$ cat config.mk
export PLATFORM = sky130hd
export DESIGN_NAME = uart_rx_frame
export DESIGN_NICKNAME = d
export VERILOG_FILES = /design/src/rtl/uart_rx_frame.sv
export SDC_FILE = /design/constraint.sdc
export NUM_CORES = 1
export LEC_CHECK = 0
export CAP_MARGIN = 40
export CORE_ASPECT_RATIO = 1.1
export CORE_UTILIZATION = 35
export CTS_BUF_LIST = sky130_fd_sc_hd__clkbuf_8 sky130_fd_sc_hd__clkbuf_16
export DETAILED_ROUTE_END_ITERATION = 6
export GPL_TIMING_DRIVEN = 0
export PLACE_DENSITY = 0.61
export SLEW_MARGIN = 25
export SYNTH_ARGS = -nofsm -noshare
export SYNTH_HDL_FRONTEND = slang
export SYNTH_SLANG_ARGS = --single-unit
$ cat constraint.sdc
create_clock -name clk -period 3.2 [get_ports clk]
set_clock_uncertainty 0.2 [all_clocks]
set_input_delay 0.96 -clock clk [delete_from_list [all_inputs] [get_ports clk]]
set_output_delay 0.96 -clock clk [all_outputs]
set_load 0.03 [all_outputs]
$ cat src/rtl/uart_rx_frame.sv
// UART receive engine: 16x-oversampled deserialiser with a one-word holding register.
// Optional macro PARITY_CHECK_EN adds an even-parity bit and the parity_err output.
module uart_rx_frame #(
   parameter int value_bit = 10,
   parameter int data_bit  = 8,
   parameter int sb        = 2
) (
   input  logic                 clk,
   input  logic                 reset_n,
   input  logic                 rx,
   input  logic [value_bit-1:0] final_value,
   input  logic                 rd_en,
   output logic [data_bit-1:0]  data_out,
   output logic                 rx_valid,
   output logic                 frame_err,
   output logic                 overrun_err,
`ifdef PARITY_CHECK_EN
   output logic                 parity_err,
`endif
   output logic                 busy
);

   localparam logic [2:0] IDLE   = 3'd0;
   localparam logic [2:0] START  = 3'd1;
   localparam logic [2:0] DATA   = 3'd2;
   localparam logic [2:0] STOP   = 3'd4;
`ifdef PARITY_CHECK_EN
   localparam logic [2:0] PARITY = 3'd3;
`endif

   logic                 rx_s1, rxs;
   logic [value_bit-1:0] tick_cnt;
   logic                 tick;
   logic [2:0]           state;
   logic [3:0]           s_cnt;
   logic [3:0]           n_cnt;
   logic                 k_cnt;
   logic                 armed;
   logic [data_bit-1:0]  shreg;
   logic                 stop_bad;
   logic                 last_stop;
   logic                 bad_stop_now;
   logic                 good;
`ifdef PARITY_CHECK_EN
   logic                 par_bad;
`endif

   always_ff @(posedge clk or negedge reset_n) begin
      if (!reset_n) begin
         rx_s1 <= 1'b1;
         rxs   <= 1'b1;
      end else begin
         rx_s1 <= rx;
         rxs   <= rx_s1;
      end
   end

   // >= rather than == keeps the counter bounded if final_value is lowered mid-count
   always_ff @(posedge clk or negedge reset_n) begin
      if (!reset_n)                    tick_cnt <= '0;
      else if (tick_cnt >= final_value) tick_cnt <= '0;
      else                             tick_cnt <= tick_cnt + 1'b1;
   end

   assign tick = (tick_cnt == final_value);
   assign busy = (state != IDLE);

   assign last_stop    = (state == STOP) && tick && (s_cnt == 4'd15) && (k_cnt == 1'(sb - 1));
   assign bad_stop_now = stop_bad | ~rxs;
`ifdef PARITY_CHECK_EN
   assign good = ~bad_stop_now & ~par_bad;
`else
   assign good = ~bad_stop_now;
`endif

   // armed blocks a held-low (break) line from retriggering until it has been seen high
   always_ff @(posedge clk or negedge reset_n) begin
      if (!reset_n) begin
         state    <= IDLE;
         s_cnt    <= '0;
         n_cnt    <= '0;
         k_cnt    <= 1'b0;
         armed    <= 1'b0;
         shreg    <= '0;
         stop_bad <= 1'b0;
`ifdef PARITY_CHECK_EN
         par_bad  <= 1'b0;
`endif
      end else begin
         case (state)
            IDLE: begin
               if (rxs) armed <= 1'b1;
               else if (armed) begin
                  state <= START;
                  s_cnt <= '0;
               end
            end
            START: if (tick) begin
               if (s_cnt == 4'd7) begin
                  s_cnt <= '0;
                  n_cnt <= '0;
                  state <= rxs ? IDLE : DATA;
               end else s_cnt <= s_cnt + 4'd1;
            end
            DATA: if (tick) begin
               if (s_cnt == 4'd15) begin
                  s_cnt <= '0;
                  shreg <= {rxs, shreg[data_bit-1:1]};
                  if (n_cnt == 4'(data_bit - 1)) begin
                     k_cnt    <= 1'b0;
                     stop_bad <= 1'b0;
`ifdef PARITY_CHECK_EN
                     state    <= PARITY;
`else
                     state    <= STOP;
`endif
                  end else n_cnt <= n_cnt + 4'd1;
               end else s_cnt <= s_cnt + 4'd1;
            end
`ifdef PARITY_CHECK_EN
            PARITY: if (tick) begin
               if (s_cnt == 4'd15) begin
                  s_cnt   <= '0;
                  par_bad <= ^{shreg, rxs};
                  state   <= STOP;
               end else s_cnt <= s_cnt + 4'd1;
            end
`endif
            STOP: if (tick) begin
               if (s_cnt == 4'd15) begin
                  s_cnt <= '0;
                  if (!rxs) stop_bad <= 1'b1;
                  if (k_cnt == 1'(sb - 1)) begin
                     state <= IDLE;
                     armed <= rxs;
                  end else k_cnt <= k_cnt + 1'b1;
               end else s_cnt <= s_cnt + 4'd1;
            end
            default: state <= IDLE;
         endcase
      end
   end

   always_ff @(posedge clk or negedge reset_n) begin
      if (!reset_n) begin
         data_out    <= '0;
         rx_valid    <= 1'b0;
         frame_err   <= 1'b0;
         overrun_err <= 1'b0;
`ifdef PARITY_CHECK_EN
         parity_err  <= 1'b0;
`endif
      end else begin
         frame_err   <= last_stop & bad_stop_now;
         overrun_err <= 1'b0;
`ifdef PARITY_CHECK_EN
         parity_err  <= last_stop & par_bad;
`endif
         if (last_stop && good) begin
            if (!rx_valid || rd_en) begin
               data_out <= shreg;
               rx_valid <= 1'b1;
            end else overrun_err <= 1'b1;
         end else if (rd_en) rx_valid <= 1'b0;
      end
   end

endmodule
==> flow_metrics.py <==
metrics = {
    "outcome": {
        "outcome": "complete, no violations",
    },
    "critical_path": {
        "critical-path-top-delay-family": "compound AO/OA/AOI/OAI gates",
        "critical_path_class": "input port to flop",
        "critPathLaunchType": "input port",
        "r2r_cells": 7,
        "cp_num_cells": 8,
        "max_stage_delay_ns": 0.50,
        "cp.required_ns": 3.22,
        "crit_path_top_delay_cell": "a221o_1",
        "crit_path_end_kind": "flop",
        "arrival_ns": 3.11,
        "critPathMaxFanout": 10,
        "crit_chain": "clkdlybuf4s50_1 > inv_1 > ha_1 > a21o_1 > a21o_1 > a221o_1 > a221o_1 > nor2_1",
        "crit_buf_inv": 2,
    },
    "power_and_ir_drop": {
        "vdd_drop_max_mv": 0.302,
        "total_leakage_power_nw": 1.43,
        "powerDensity_nw_per_um2": 467,
        "fin_total_pwr_mw": 1.36,
    },
    "layout": {
        "post_layout_nonfiller_instances": 341,
        "fin_util_pct": 44.0,
        "synthToLayoutAreaGrowth_pct": 20.7,
        "n_fill_cell": 628,
        "final-seq-area_um2": 1130,
        "layout.nets": 285,
        "drive_gt1_share_pct": 18.1,
        "multiInputGateArea_um2": 1170,
        "fin_area_um2": 2920,
        "n_antenna_cell": 0,
    },
    "placed_design": {
        "portBuffers": 25,
        "gp_congestion": 0.781,
        "dp_cells": 332,
        "postPlaceCellArea_um2": 2790,
        "hpwl_um": 3260,
    },
    "synthesis": {
        "async_reset_ff_share_pct": 100,
        "synth.lib_cells_used.distinct": 52,
        "ys_top_cells_by_count": "dfrtp_1, nor2_1, nand2_1",
        "netlist.top_cell.by_area": "dfrtp_1",
        "synth_area_per_cell_um2": 10.8,
        "synth_edf_count": 0,
        "synthFlopType": "dfrtp_1",
        "yosysMostFrequentCell": "dfrtp_1",
        "synth_nets": 251,
        "synth_seq_cells": 45,
        "synthTopCellsByArea": "dfrtp_1, ha_1, mux2_4",
        "syn-cell-area_um2": 2420,
        "synth_top_area_share_pct": 44.5,
        "synth_warnings": 0,
        "ys_seq_area_share_pct": 46.7,
        "synthesis.instances": 224,
    },
    "global_route": {
        "antenna_found_initial": 0,
        "grt_usage_pct": 13.8,
        "grt_remaining_overflow": 0,
        "grt_pass1_vias": 1717,
        "grt_max_degree": 26,
        "grt_pass1_wl_um": 7750,
    },
    "clock_network": {
        "numCtsBuffers": 5,
        "root_buffer": "clkbuf_8",
        "ctsHoldBuffers": 0,
        "clk_pin_slew_worst_paths_ns": 0.09,
        "clk_latency_ns": 0.30,
        "clock-sinks": 45,
        "cts_max_level": 2,
        "clk_path_buf_depth": 2,
        "cts_tree": "built",
    },
    "run": {
        "cap_violations": 0,
    },
    "detailed_routing": {
        "first_pass_iters": 5,
        "drt-total-wl_um": 4380,
        "viasPerCell": 5.01,
        "post-route-drc-count": 0,
        "drt_iter0_markers": 60,
        "vias": 1707,
        "wl_per_cell_um": 12.9,
        "ant_nets": 0,
    },
    "timing": {
        "period_needed_ns": 3.09,
        "post-route-period-util_pct": 96.4,
        "finalHoldViolations": 0,
        "slew_viol_final": 0,
        "setup_violations": 0,
        "relSlewSlack_pct": 65.9,
        "rsz0062_at_grt": "false",
        "worstMarginPinSlew_ns": 0.512,
        "clock.fmax_ghz": 0.324,
    },
    "floorplanning": {
        "die_x_um": 81.2,
        "fp-row-count": 31,
        "ios": 26,
        "start_util_pct": 36.4,
        "coreArea_um2": 6630,
        "die_area_um2": 7240,
        "fp.dieH_um": 89.2,
    },
    "min_path": {
        "hold_class": "flop to flop",
        "min_delay_path_depth": 0,
    },
}
-- logic make-up after synthesis --
logic type               count (synthesis)  share of synthesized area (%)
AND/OR/NAND/NOR                         87                           19.4
flip-flops                              45                           46.7
AO/OA/AOI/OAI                           31                           9.32
buffers and inverters                   21                           5.07
multiplexers                            18                           9.52
adder cells (fa/ha/maj)                 13                           6.73
XOR/XNOR                                 9                           3.26
-- final cells by class --
cell class / instances / area share (%)
clock buffers: 6 / 2.83
clock inverters: 2 / 1.29
repair buffers: 28 / 9.61
inverters: 14 / 1.80
plain buffers: 6 / 2.27
multi-input cells: 158 / 40.0
well taps: 82 / 3.52
flip-flops and latches: 45 / 38.7
-- worst reg2reg max path: stages, from the launching register on --
cell	delay [ns]
dfrtp_1	0.43
inv_1	0.06
ha_1	0.31
nand2b_1	0.15
a21o_1	0.17
a221o_1	0.33
a221o_1	0.50
nor2_1	0.17
-- worst paths after layout --
path,slack [ns],endpoint,start
setup reg to reg,0.81,tick_cnt[3]$_DFF_PN0_,tick_cnt[0]$_DFF_PN0_
hold reg to reg,0.16,rxs$_DFF_PN1_,rx_s1$_DFF_PN1_
max in group asynchronous,1.79,rx_s1$_DFF_PN1_,reset_n
setup / recovery,0.11,tick_cnt[3]$_DFF_PN0_,final_value[3]
hold / removal,0.16,rxs$_DFF_PN1_,rx_s1$_DFF_PN1_
min in group asynchronous,0.42,data_out[1]$_DFFE_PN0P_,reset_n
-- routing by layer --
metal	GRT usage, %	up-vias	wire (um)
met5	0	-	0
met4	3.41	0	43
met3	3.37	5	154
met2	24.1	35	2050
met1	17.2	810	2140
li1	-	857	-
-- per-stage QoR --
step	hold slack, ns	setup slack (ns)	setup TNS, ns
floorplan	0.145	0.403	0
global placement	0.149	-0.358	-21.09
detailed placement	0.151	-0.362	-7.71
CTS	0.164	0.0181	0
global route	0.170	0.00623	0
finish	0.162	0.114	0
-- sequential cells by signal (all words and copies together) (netlist names), 3 cells and up --
| signal | count |
|---|---|
| shreg | 8 |
| data_out | 8 |
| s_cnt | 4 |
| n_cnt | 4 |
| state | 3 |
| tick_cnt | 10 |
-- report_power, final --
part | leakage (nW) | switching (mW) | internal, mW
Clock | 0.0574 | 0.195 | 0.254
Combinational | 0.786 | 0.111 | 0.123
Sequential | 0.590 | 0.0582 | 0.620
Total | 1.43 | 0.365 | 0.997
-- cell usage in the layout, fill, tap and decap left out, types with 2 or more instances in the layout --
master           Yosys  final
nand4_1              4      4
nor2_1              20     20
and3_1               3      3
nand3_1             10     10
clkbuf_8             2      8
mux2_2               8      8
xor2_1               5      5
or2b_2               2      2
buf_6                3      3
nor2b_1              2      2
ha_1                13     13
o211ai_1             2      2
xnor2_1              4      4
clkdlybuf4s50_1      0     24
inv_1               14     14
dfrtp_1             43     43
and4_2               2      2
buf_4                0      2
or4_1                2      2
o21ai_0              7      7
and4_1               3      3
dfstp_2              2      2
a21oi_1              2      2
or3_1                2      2
nand2_1             19     19
a221o_1              2      2
mux2_4               8      8
a21o_1               7      7
buf_2                1      2
nor3_1               5      5
nand2b_1             3      3
mux2i_1              2      2
-- repair_timing --
action,4_1_cts,5_1_grt
buffers inserted,1,1
pin swaps,1,1
cloned,0,0
setup endpoints to repair,4,12
gates resized for setup,0,0
(Power assumes the default switching activity.)
